--- config.mk ---
export PLATFORM = sky130hd
export DESIGN_NAME = regfile_wb_arbiter
export DESIGN_NICKNAME = d
export VERILOG_FILES = /design/src/rtl/core_pkg.sv /design/src/rtl/regfile_busy_scoreboard.sv /design/src/rtl/regfile_wb_arbiter.sv
export SDC_FILE = /design/constraint.sdc
export NUM_CORES = 1
export LEC_CHECK = 0
export BUFFER_PORTS_ARGS = -buffer_cell sky130_fd_sc_hd__buf_4
export CAP_MARGIN = 30
export CORE_ASPECT_RATIO = 0.9
export CORE_MARGIN = 5
export CORE_UTILIZATION = 53
export CTS_BUF_LIST = sky130_fd_sc_hd__clkbuf_8
export DETAILED_ROUTE_END_ITERATION = 16
export PLACE_DENSITY = 0.91
export SLEW_MARGIN = 10
export SYNTH_ARGS = -nofsm -noshare
export SYNTH_HDL_FRONTEND = slang
export SYNTH_SLANG_ARGS = --single-unit
--- constraint.sdc ---
create_clock -name clk -period 2.95 [get_ports clk]
set_clock_uncertainty 0.15 [all_clocks]
set_input_delay 0 -clock clk [delete_from_list [all_inputs] [get_ports clk]]
set_output_delay 0 -clock clk [all_outputs]
set_load 0.02 [all_outputs]
--- src/rtl/core_pkg.sv ---
// Shared register-file types: address/data widths and the write-port arbiter states.
package core_pkg;
    localparam int REG_ADDR_W = 5;
    localparam int XLEN       = 32;
    localparam int NREGS      = 1 << REG_ADDR_W;

    typedef enum logic [1:0] {IDLE, HOLD, FORCE} arb_state_t;

    // One-hot register select; r0 is hardwired zero and never tracked.
    function automatic logic [NREGS-1:0] addr_onehot(input logic [REG_ADDR_W-1:0] a);
        logic [NREGS-1:0] v;
        v    = '0;
        v[a] = 1'b1;
        v[0] = 1'b0;
        return v;
    endfunction
endpackage

--- src/rtl/regfile_busy_scoreboard.sv ---
// Busy mask of registers with an outstanding long-latency write; a same-edge set beats a clear.
module regfile_busy_scoreboard
    import core_pkg::*;
(
    input  logic                  clk,
    input  logic                  rst,
    input  logic                  i_set_en,
    input  logic [REG_ADDR_W-1:0] i_set_addr,
    input  logic                  i_clr_en,
    input  logic [REG_ADDR_W-1:0] i_clr_addr,
    output logic [NREGS-1:0]      o_busy
);
    logic [NREGS-1:0] r_busy;
    logic [NREGS-1:0] w_set;
    logic [NREGS-1:0] w_clr;

    assign w_set  = i_set_en ? addr_onehot(i_set_addr) : '0;
    assign w_clr  = i_clr_en ? addr_onehot(i_clr_addr) : '0;
    assign o_busy = r_busy;

    always_ff @(posedge clk) begin
        if (rst) begin
            r_busy <= '0;
        end else begin
            r_busy <= (r_busy & ~w_clr) | w_set;
        end
    end
endmodule

--- src/rtl/regfile_wb_arbiter.sv ---
// Arbitrates the register file write port between pipeline writeback (priority) and a
// long-latency unit, with a one-entry skid buffer and a starvation-forced drain.
module regfile_wb_arbiter
    import core_pkg::*;
#(
    parameter int STARVE_MAX = 4,
    parameter int CNT_W      = $clog2(STARVE_MAX + 1)
) (
    input  logic                  clk,
    input  logic                  rst,
    input  logic                  wb_valid,
    input  logic [REG_ADDR_W-1:0] wb_addr,
    input  logic [XLEN-1:0]       wb_data,
    output logic                  pipe_stall,
    input  logic                  lu_valid,
    output logic                  lu_ready,
    input  logic [REG_ADDR_W-1:0] lu_addr,
    input  logic [XLEN-1:0]       lu_data,
    input  logic                  iss_valid,
    input  logic [REG_ADDR_W-1:0] iss_addr,
    output logic [NREGS-1:0]      busy_mask,
    output logic [REG_ADDR_W-1:0] rf_wt_addr,
    output logic [XLEN-1:0]       rf_wt_data,
    output logic                  rf_L_S
);
    arb_state_t            r_state;
    logic [CNT_W-1:0]      r_cnt;
    logic [REG_ADDR_W-1:0] r_buf_addr;
    logic [XLEN-1:0]       r_buf_data;
    logic [REG_ADDR_W-1:0] r_wt_addr;
    logic [XLEN-1:0]       r_wt_data;
    logic                  r_ls;

    logic                  w_wb_req;
    logic                  w_lu_keep;
    logic [CNT_W-1:0]      w_cnt_inc;
    logic                  w_starved;
    logic                  w_clr_en;
    logic [REG_ADDR_W-1:0] w_clr_addr;

    assign lu_ready   = (r_state == IDLE);
    assign pipe_stall = (r_state == FORCE);
    assign w_wb_req   = wb_valid && (wb_addr != '0);
    // Results for r0 are accepted but never written or buffered.
    assign w_lu_keep  = lu_valid && lu_ready && (lu_addr != '0);
    assign w_cnt_inc  = r_cnt + CNT_W'(1);
    assign w_starved  = (w_cnt_inc == CNT_W'(STARVE_MAX));

    assign rf_wt_addr = r_wt_addr;
    assign rf_wt_data = r_wt_data;
    assign rf_L_S     = r_ls;

    always_comb begin
        w_clr_en   = 1'b0;
        w_clr_addr = lu_addr;
        case (r_state)
            IDLE:  w_clr_en = !w_wb_req && w_lu_keep;
            HOLD: begin
                w_clr_en   = !w_wb_req;
                w_clr_addr = r_buf_addr;
            end
            FORCE: begin
                w_clr_en   = 1'b1;
                w_clr_addr = r_buf_addr;
            end
            default: w_clr_en = 1'b0;
        endcase
    end

    regfile_busy_scoreboard u_scoreboard (
        .clk        (clk),
        .rst        (rst),
        .i_set_en   (iss_valid),
        .i_set_addr (iss_addr),
        .i_clr_en   (w_clr_en),
        .i_clr_addr (w_clr_addr),
        .o_busy     (busy_mask)
    );

    always_ff @(posedge clk) begin
        if (rst) begin
            r_state    <= IDLE;
            r_cnt      <= '0;
            r_buf_addr <= '0;
            r_buf_data <= '0;
            r_wt_addr  <= '0;
            r_wt_data  <= '0;
            r_ls       <= 1'b0;
        end else begin
            r_ls <= 1'b0;
            case (r_state)
                IDLE: begin
                    if (w_wb_req) begin
                        r_wt_addr <= wb_addr;
                        r_wt_data <= wb_data;
                        r_ls      <= 1'b1;
                        if (w_lu_keep) begin
                            r_buf_addr <= lu_addr;
                            r_buf_data <= lu_data;
                            r_cnt      <= CNT_W'(1);
                            r_state    <= (STARVE_MAX == 1) ? FORCE : HOLD;
                        end
                    end else if (w_lu_keep) begin
                        r_wt_addr <= lu_addr;
                        r_wt_data <= lu_data;
                        r_ls      <= 1'b1;
                    end
                end
                HOLD: begin
                    if (w_wb_req) begin
                        r_wt_addr <= wb_addr;
                        r_wt_data <= wb_data;
                        r_ls      <= 1'b1;
                        r_cnt     <= w_cnt_inc;
                        if (w_starved) r_state <= FORCE;
                    end else begin
                        r_wt_addr <= r_buf_addr;
                        r_wt_data <= r_buf_data;
                        r_ls      <= 1'b1;
                        r_cnt     <= '0;
                        r_state   <= IDLE;
                    end
                end
                FORCE: begin
                    // WB is stalled this cycle, so the buffer owns the port.
                    r_wt_addr <= r_buf_addr;
                    r_wt_data <= r_buf_data;
                    r_ls      <= 1'b1;
                    r_cnt     <= '0;
                    r_state   <= IDLE;
                end
                default: r_state <= IDLE;
            endcase
        end
    end
endmodule

==> impl_summary.log, run 1 <==
INFO  metric status = finished, final reports clean
INFO  metric dp_hpwl = 11.4 mm
INFO  metric detailroute.via_count = 6,361
INFO  metric rsz0062_at_grt = no
INFO  metric n_antenna_cell = 0
INFO  metric port_buffers = 154
INFO  metric fillCellCount = 655
INFO  metric startpoint_type_of_the_worst_setup_path = input pin
INFO  metric die_height = 106 µm
INFO  metric power_density = 458 nW/µm²
INFO  metric finalCritPeriodShare = 0.956
INFO  metric cts_tree = done
INFO  metric io_pins = 156
INFO  metric synth.avg_cell_area = 7.72 µm²
INFO  metric cp.arrival = 2.94 ns
INFO  metric placement_rows = 35
INFO  metric max-vdd-ir-drop = 0.285 mV
INFO  metric worstHoldStart = wb_addr[0]
INFO  metric maxClockFrequency = 0.355 GHz
INFO  metric core_area = 10,100 µm²
INFO  metric die-area = 12,300 µm²
INFO  metric fin_setup_tns = 0 ns
INFO  metric detailedPlace.worstSlack = 0.427 ns
INFO  metric drc_violations_left = 0
INFO  metric yosys_register_bits = 111
INFO  metric main_combinational_cell_family_by_area_after_synthesis = compound AO/OA/AOI/OAI gates
INFO  metric finalNetCount = 1,010
INFO  metric fraction_of_the_mapped_netlist_area_in_adder_cells = 0.0162
INFO  metric crit_required = 3.07 ns
INFO  metric layout-area-overhead-vs-synth = 42.1%
INFO  metric setup.worst_path.class = input pin to flop
INFO  metric grt_first_pass_wirelength = 31.1 mm
INFO  metric cell_repeated_most_along_the_worst_path = dlygate4sd3_1
INFO  metric met2RoutedLength = 9.34 mm
INFO  metric clkSinkCount = 111
INFO  metric timing.max_cap.violations = 0
INFO  metric cp_max_fo = 18
INFO  metric detail-route-antenna-nets = 0
INFO  metric globalRoute.totalOverflow = 0
INFO  metric end_kind = flop
INFO  metric final.min_clock_period = 2.82 ns
INFO  metric area_fraction_in_compound_gates_after_synthesis = 0.300
INFO  metric syn_nets = 793
INFO  metric number_of_drc_markers_after_the_initial_detailed_route_iteration = 908
INFO  metric grt_max_degree = 78
INFO  metric layout-drive-gt1-share = 0.212
INFO  metric synthesis.yosys.warnings = 0
INFO  metric mux_share_of_post_synthesis_cell_area = 0.00393
INFO  metric tightest_slew = 1.01 ns
INFO  metric initial_core_util = 0.536
INFO  metric ys_seq_area_frac = 0.410
INFO  metric wl_met1 = 7.55 mm
INFO  metric hold-path-endpoint = rf_wt_addr[0]
INFO  metric rrSetupSlack = 0.16 ns
INFO  metric cp_cell_sequence = dlygate4sd3_1 > buf_4 > or4_4 > o21ai_1 > a41oi_2 > nand3_1 > dlygate4sd3_1 > nand2_1
INFO  metric die_w = 117 µm
INFO  metric detail_route.wl_per_cell = 18.4 µm
INFO  metric stdcell_count = 1,053
INFO  metric count_of_buffering_cells_on_the_critical_path_with_inverters_included = 3
INFO  metric clock_transition_at_path_regs = 0.10 ns
INFO  metric synth-edff-count = 0
INFO  metric synthDistinctLibCells = 56
INFO  metric timing.hold.worst.class = input pin to flop
INFO  metric netlist_top_cells_area = dfxtp_1 41%, nand2_1 15%, a21oi_1 9.4%, a22o_1 5.2%, o2bb2ai_1 5.0%
INFO  metric clock_tree.buffer_depth = 2
INFO  metric highest_routed_layer = met4
INFO  metric setup_slack = 0.129 ns
INFO  metric report.final.setup_viol = 0
INFO  metric startpoint_of_the_worst_register_to_register_path = r_state[1]
INFO  metric cell_at_the_root_of_the_clock_tree = clkbuf_8
INFO  metric clock_insertion_delay_worst_skew = 0.37 ns
INFO  metric vias_in_the_first_global_route = 6,282
INFO  metric worst_slew_margin_rel = 0.326
INFO  metric cpLargestDelayFamily = buffers and inverters
INFO  metric post_synthesis_instance_area = 5420 µm²
INFO  metric viasPerCell = 6.04
INFO  metric wl_met3 = 1.74 mm
INFO  metric slowest_delay = 0.58 ns
INFO  metric yosys.area_share.xor_xnor = 0.00162
INFO  metric drt_pass1_iterations = 5
INFO  metric synth_async_sr_flop_share = 0
INFO  metric synth-simple-area-share = 0.214
INFO  metric r2r_cells = 10
INFO  metric postRouteWirelength = 19.4 mm
INFO  metric final_hold_violating_endpoints = 0
INFO  metric place_inst = 951
INFO  metric leakage = 3.10 nW
INFO  metric synth_ff_type = dfxtp_1
INFO  metric endpoint_of_the_worst_register_to_register_path = rf_wt_data[4]
INFO  metric routabilityCongestion = 0.871
INFO  metric antenna_found_initial = 0
INFO  metric critical-path-slowest-cell = a41oi_2
INFO  metric track_usage = 0.309
INFO  metric final_max_slew_viol_count = 0
INFO  metric cts_buffers = 9
INFO  metric area_share_of_the_largest_cell_type_after_synthesis = 0.410
INFO  metric whs_path_cells = 3
INFO  metric synth_top_area_cell = dfxtp_1
INFO  metric htreeDepth = 3
INFO  metric netlist_instances = 702
## cell families after synthesis
group / after synthesis
muxes: 2
and+or+nand+nor: 271
xor gates and xnor gates: 1
AOI/OAI and AO/OA: 250
DFF: 111
adders and majority gates: 7
buffers and inverters: 59
other: 1
## how the worst max path moves through the flow
stage,start,to,slack [ns],cells past startpoint
detailed placement,r_state[0],u_scoreboard.o_busy[7],0.43,8
global route,r_state[1],rf_wt_data[4],0.007,10
finish,lu_addr[3],rf_wt_addr[2],0.13,8
floorplan,r_state[0],u_scoreboard.o_busy[10],0.75,8
global placement,r_state[0],u_scoreboard.o_busy[7],0.54,8
CTS,wb_addr[4],rf_wt_data[4],0.07,10
## state kept, by name, summed over array words and instances (netlist names)
signal	count
rf_wt_addr	5
r_buf_data	32
r_state	2
rf_wt_data	32
u_scoreboard.o_busy	31
r_cnt	3
rf_L_S	1
r_buf_addr	5
## where the power goes
group | total, mW | leakage (nW) | internal [mW] | switching (mW)
Combinational | 0.968 | 2.10 | 0.418 | 0.550
Sequential | 1.66 | 0.906 | 1.59 | 0.0663
Clock | 0.901 | 0.0922 | 0.360 | 0.540
## timing repair
action / CTS / global route
buffers inserted: 0 / 0
hold buffers: 86 / 0
endpoints found under the hold margin: 108 / 0
resized for setup: 0 / 7
setup endpoints to repair: 0 / 5
## worst min-delay path, cell delays in order
cell and delay [ns]:
buf_4 0.12, a221oi_1 0.08, o41ai_1 0.32
## layout by cell type (no fill, tap or decap), types with 2 or more instances in the layout
master / instances
nand2_1: 217
buf_4: 167
dfxtp_1: 111
a21oi_1: 102
dlygate4sd3_1: 86
o21ai_0: 42
a22o_1: 32
o2bb2ai_1: 31
nand3_1: 13
clkbuf_8: 11
inv_1: 9
ha_1: 7
nor2_1: 6
nand2b_1: 5
o2111ai_1: 5
a221oi_1: 5
nand3b_1: 4
nor3b_1: 4
and3_1: 3
o211ai_1: 3
and3b_1: 3
o21ai_1: 3
o31ai_1: 3
o41ai_1: 3
or4_4: 2
o21a_1: 2
o211a_1: 2
nor2b_1: 2
or3_1: 2
a211o_1: 2
a31oi_1: 2
a21o_1: 2
clkinv_4: 2
clkinvlp_4: 2
buf_8: 2
## routing by layer
layer / vias to the layer above / GRT usage
li1: 2915 / -
met1: 2924 / 0.397
met2: 444 / 0.503
met3: 78 / 0.0535
met4: 0 / 0.141
met5: - / 0
## layout make-up
cell class	count	area, µm²	area share
inverter	9	33.8	0.00439
tap	129	161	0.0210
sequential	111	2220	0.289
clock inverter	5	41.3	0.00536
multi-input combinational	532	2930	0.381
clock buffer	11	151	0.0197
timing repair buffer	256	2160	0.280
## Yosys cell counts, types with 2 or more instances
master,count
a21o_1,2
o21ai_0,42
buf_2,15
a31oi_1,2
ha_1,7
nand2_1,217
o2bb2ai_1,31
o211a_1,2
o211ai_1,3
nand3_1,13
nor2_1,7
buf_4,4
a211o_1,2
nand2b_1,5
a221oi_1,5
or4_1,2
nor3b_1,4
a22o_1,32
o21ai_1,3
o21a_1,2
nor2b_1,3
and3b_1,3
a41oi_1,2
clkbuf_1,21
buf_6,4
and3_1,3
dfxtp_1,111
a21oi_1,102
or3_1,2
o31ai_1,3
nand3b_1,4
inv_1,9
buf_1,6
o2111ai_1,5
o41ai_1,3
## through the flow
step	instance area [µm²]	total power, mW	hold WS (ns)	util
2_1_floorplan	5420	2.18	-0.0416	-
3_3_place_gp	6620	2.50	0.107	0.655
3_5_place_dp	6620	2.52	0.119	0.655
4_1_cts	7680	3.49	0.00393	0.759
5_1_grt	7700	3.67	0.0445	0.761
6_report	7700	3.53	0.0196	0.761
(Power assumes the default switching activity.)
==> run 2: changes to the inputs <==
--- a/config.mk
+++ b/config.mk
@@ -9,10 +9,10 @@
 export CAP_MARGIN = 30
 export CORE_ASPECT_RATIO = 0.9
 export CORE_MARGIN = 5
-export CORE_UTILIZATION = 53
+export CORE_UTILIZATION = 49
 export CTS_BUF_LIST = sky130_fd_sc_hd__clkbuf_8
 export DETAILED_ROUTE_END_ITERATION = 16
-export PLACE_DENSITY = 0.91
+export PLACE_DENSITY = 0.89
 export SLEW_MARGIN = 10
 export SYNTH_ARGS = -nofsm -noshare
 export SYNTH_HDL_FRONTEND = slang
==> constraint.sdc (replaced) <==
create_clock -name clk -period 2.45 [get_ports clk]
set_clock_uncertainty 0.15 [all_clocks]
set_input_delay 0 -clock clk [delete_from_list [all_inputs] [get_ports clk]]
set_output_delay 0 -clock clk [all_outputs]
set_load 0.02 [all_outputs]
==> run 2 against run 1 <==
Effect of this change: via count increased by 1.1%; first-iteration DRC count decreased by 12%; power increased by 26%; cell count increased by 1.2%; clock power increased by 39%; non-clock buffer count increased by 8; die area increased by 7.4%; sequential share of layout area decreased by 0.42 points; sequential cell count unchanged; setup slack improved by 0.035 ns; global-route usage decreased by 1.8 points; cell area increased by 1.5%; critical endpoint is now rf_wt_addr[3].
==> impl_summary.log, run 2 (same netlist as run 1, synthesis figures left out) <==
INFO  metric hold-path-endpoint = rf_wt_addr[2]
INFO  metric antenna_found_initial = 0
INFO  metric io_pins = 156
INFO  metric clock_transition_at_path_regs = 0.11 ns
INFO  metric finalInstanceArea = 7810 µm²
INFO  metric report.final.setup_viol = 0
INFO  metric stdcell_count = 1,066
INFO  metric report.power.total = 4.44 mW
INFO  metric detail_route.wl_per_cell = 18.7 µm
INFO  metric startpoint_of_the_worst_register_to_register_path = r_state[1]
INFO  metric rsz0062_at_grt = no
INFO  metric dp_hpwl = 12.1 mm
INFO  metric layout.cells.most_common = nand2_1
INFO  metric layout-drive-gt1-share = 0.225
INFO  metric maxClockFrequency = 0.437 GHz
INFO  metric endpoint_of_the_worst_register_to_register_path = u_scoreboard.o_busy[16]
INFO  metric r2r_cells = 7
INFO  metric postRouteWirelength = 20.0 mm
INFO  metric globalRoute.totalOverflow = 0
INFO  metric n_antenna_cell = 0
INFO  metric routabilityCongestion = 1.01
INFO  metric end_kind = flop
INFO  metric cellInternalPower = 3.02 mW
INFO  metric grt_first_pass_wirelength = 31.1 mm
INFO  metric status = finished, final reports clean
INFO  metric power_density = 568 nW/µm²
INFO  metric core_area = 10,800 µm²
INFO  metric cts_tree = done
INFO  metric drc_violations_left = 0
INFO  metric clock_insertion_delay_worst_skew = 0.36 ns
INFO  metric number_of_drc_markers_after_the_initial_detailed_route_iteration = 795
INFO  metric crit_required = 2.52 ns
INFO  metric initial_core_util = 0.501
INFO  metric whs_path_cells = 5
INFO  metric clkSinkCount = 111
INFO  metric htreeDepth = 3
INFO  metric max-vdd-ir-drop = 0.372 mV
INFO  metric viasPerCell = 6.03
INFO  metric finalNetCount = 1,019
INFO  metric worst_slew_margin_rel = 0.428
INFO  metric tightest_slew = 0.857 ns
INFO  metric portion_of_total_power_attributed_to_combinational_logic = 0.268
INFO  metric final_hold_violating_endpoints = 0
INFO  metric cp_max_fo = 7
INFO  metric final_max_slew_viol_count = 0
INFO  metric die_height = 110 µm
INFO  metric timing.max_cap.violations = 0
INFO  metric cp.arrival = 2.36 ns
INFO  metric layout-area-overhead-vs-synth = 44.2%
INFO  metric final.min_clock_period = 2.29 ns
INFO  metric cell_at_the_root_of_the_clock_tree = clkbuf_8
INFO  metric port_buffers = 154
INFO  metric setup.worst_path.class = input pin to flop
INFO  metric grt_max_degree = 60
INFO  metric leakage = 3.16 nW
INFO  metric finalCritPeriodShare = 0.933
INFO  metric drt_pass1_iterations = 6
INFO  metric clock_power_share = 0.281
INFO  metric worstHoldStart = lu_valid
INFO  metric netSwitchingPower = 1.42 mW
INFO  metric p_seq_frac = 0.451
INFO  metric power_switching_share = 0.319
INFO  metric clock_tree.buffer_depth = 2
INFO  metric cts_buffers = 9
INFO  metric fillCellCount = 742
INFO  metric most-common-layout-cells = 217 x nand2_1, 178 x buf_4, 111 x dfxtp_1, 102 x a21oi_1, 84 x dlygate4sd3_1
INFO  metric rrSetupSlack = 0.18 ns
INFO  metric timing.hold.worst.class = input pin to flop
INFO  metric placement_rows = 36
INFO  metric post-route-util = 0.723
INFO  metric detailroute.via_count = 6,433
INFO  metric track_usage = 0.291
INFO  metric die_w = 121 µm
INFO  metric startpoint_type_of_the_worst_setup_path = input pin
INFO  metric placement.cell_area = 6720 µm²
INFO  metric die-area = 13,300 µm²
INFO  metric fin_setup_tns = 0 ns
INFO  metric detail-route-antenna-nets = 0
INFO  metric vias_in_the_first_global_route = 6,170
INFO  metric place_inst = 965
## run 2: changes by cell type in the layout (fill, tap and decap cells not counted), moves of 2 or more
cell | before | now
buf_4 | 167 | 178
buf_8 | 2 | 0
bufinv_16 | 0 | 2
clkbuf_8 | 11 | 9
dlygate4sd3_1 | 86 | 84
## run 2: worst max path at each step
stage | from | endpoint | slack, ns | depth (start not counted)
4_1_cts | wb_addr[0] | u_scoreboard.o_busy[16] | 0.07 | 8
3_3_place_gp | r_state[0] | u_scoreboard.o_busy[28] | 0.20 | 7
2_1_floorplan | r_state[0] | u_scoreboard.o_busy[10] | 0.25 | 8
6_report | lu_addr[2] | rf_wt_addr[3] | 0.16 | 7
5_1_grt | r_state[1] | u_scoreboard.o_busy[8] | 0.02 | 7
3_5_place_dp | r_state[0] | u_scoreboard.o_busy[16] | 0.16 | 7
## run 2: power by group through the flow
stage	Combinational [mW]	Clock [mW]	Sequential [mW]
after global routing	1.28	1.35	2.02
after CTS	1.13	1.26	1.99
after detailed placement	1.02	0	2.03
after floorplan	0.513	0	2.11
after global placement	1.01	0	2.03
final	1.19	1.25	2.00
## run 2: final cells by class
class | instances | area, µm² | share of cell area
clock inverters | 7 | 105 | 0.0135
clock buffers | 9 | 124 | 0.0159
flip-flops and latches | 111 | 2220 | 0.284
repair buffers | 264 | 2210 | 0.283
inverters | 9 | 33.8 | 0.00432
multi-input cells | 533 | 2950 | 0.378
well taps | 133 | 166 | 0.0213
## run 2: stage by stage
step / hold WS, ns / setup WS [ns]
after floorplan: -0.0416 / 0.248
after global placement: 0.109 / 0.196
after detailed placement: 0.118 / 0.158
after CTS: 0.0567 / 0.0709
after global routing: 0.102 / 0.0162
final: 0.0844 / 0.164
## run 2: what timing repair did
item | in CTS | in global routing
endpoints found under the setup margin | 0 | 14
buffers inserted | 0 | 0
gates resized for setup | 0 | 6
hold buffers | 84 | 0
endpoints found under the hold margin | 106 | 0
## run 2: layer usage
metal  up-vias  GRT usage  wire length [µm]
met5         -          0                 0
met4         0      0.132               765
met3        85     0.0705              2010
met2       448      0.492              9440
met1      2968      0.351              7760
li1       2932          -                 -
## run 2: worst max-delay path, cell delays in order
cell           delay [ns]
dlygate4sd3_1        0.56
buf_4                0.17
or4_4                0.56
o21a_1               0.29
o21ai_1              0.53
a211o_1              0.18
a21oi_1              0.07
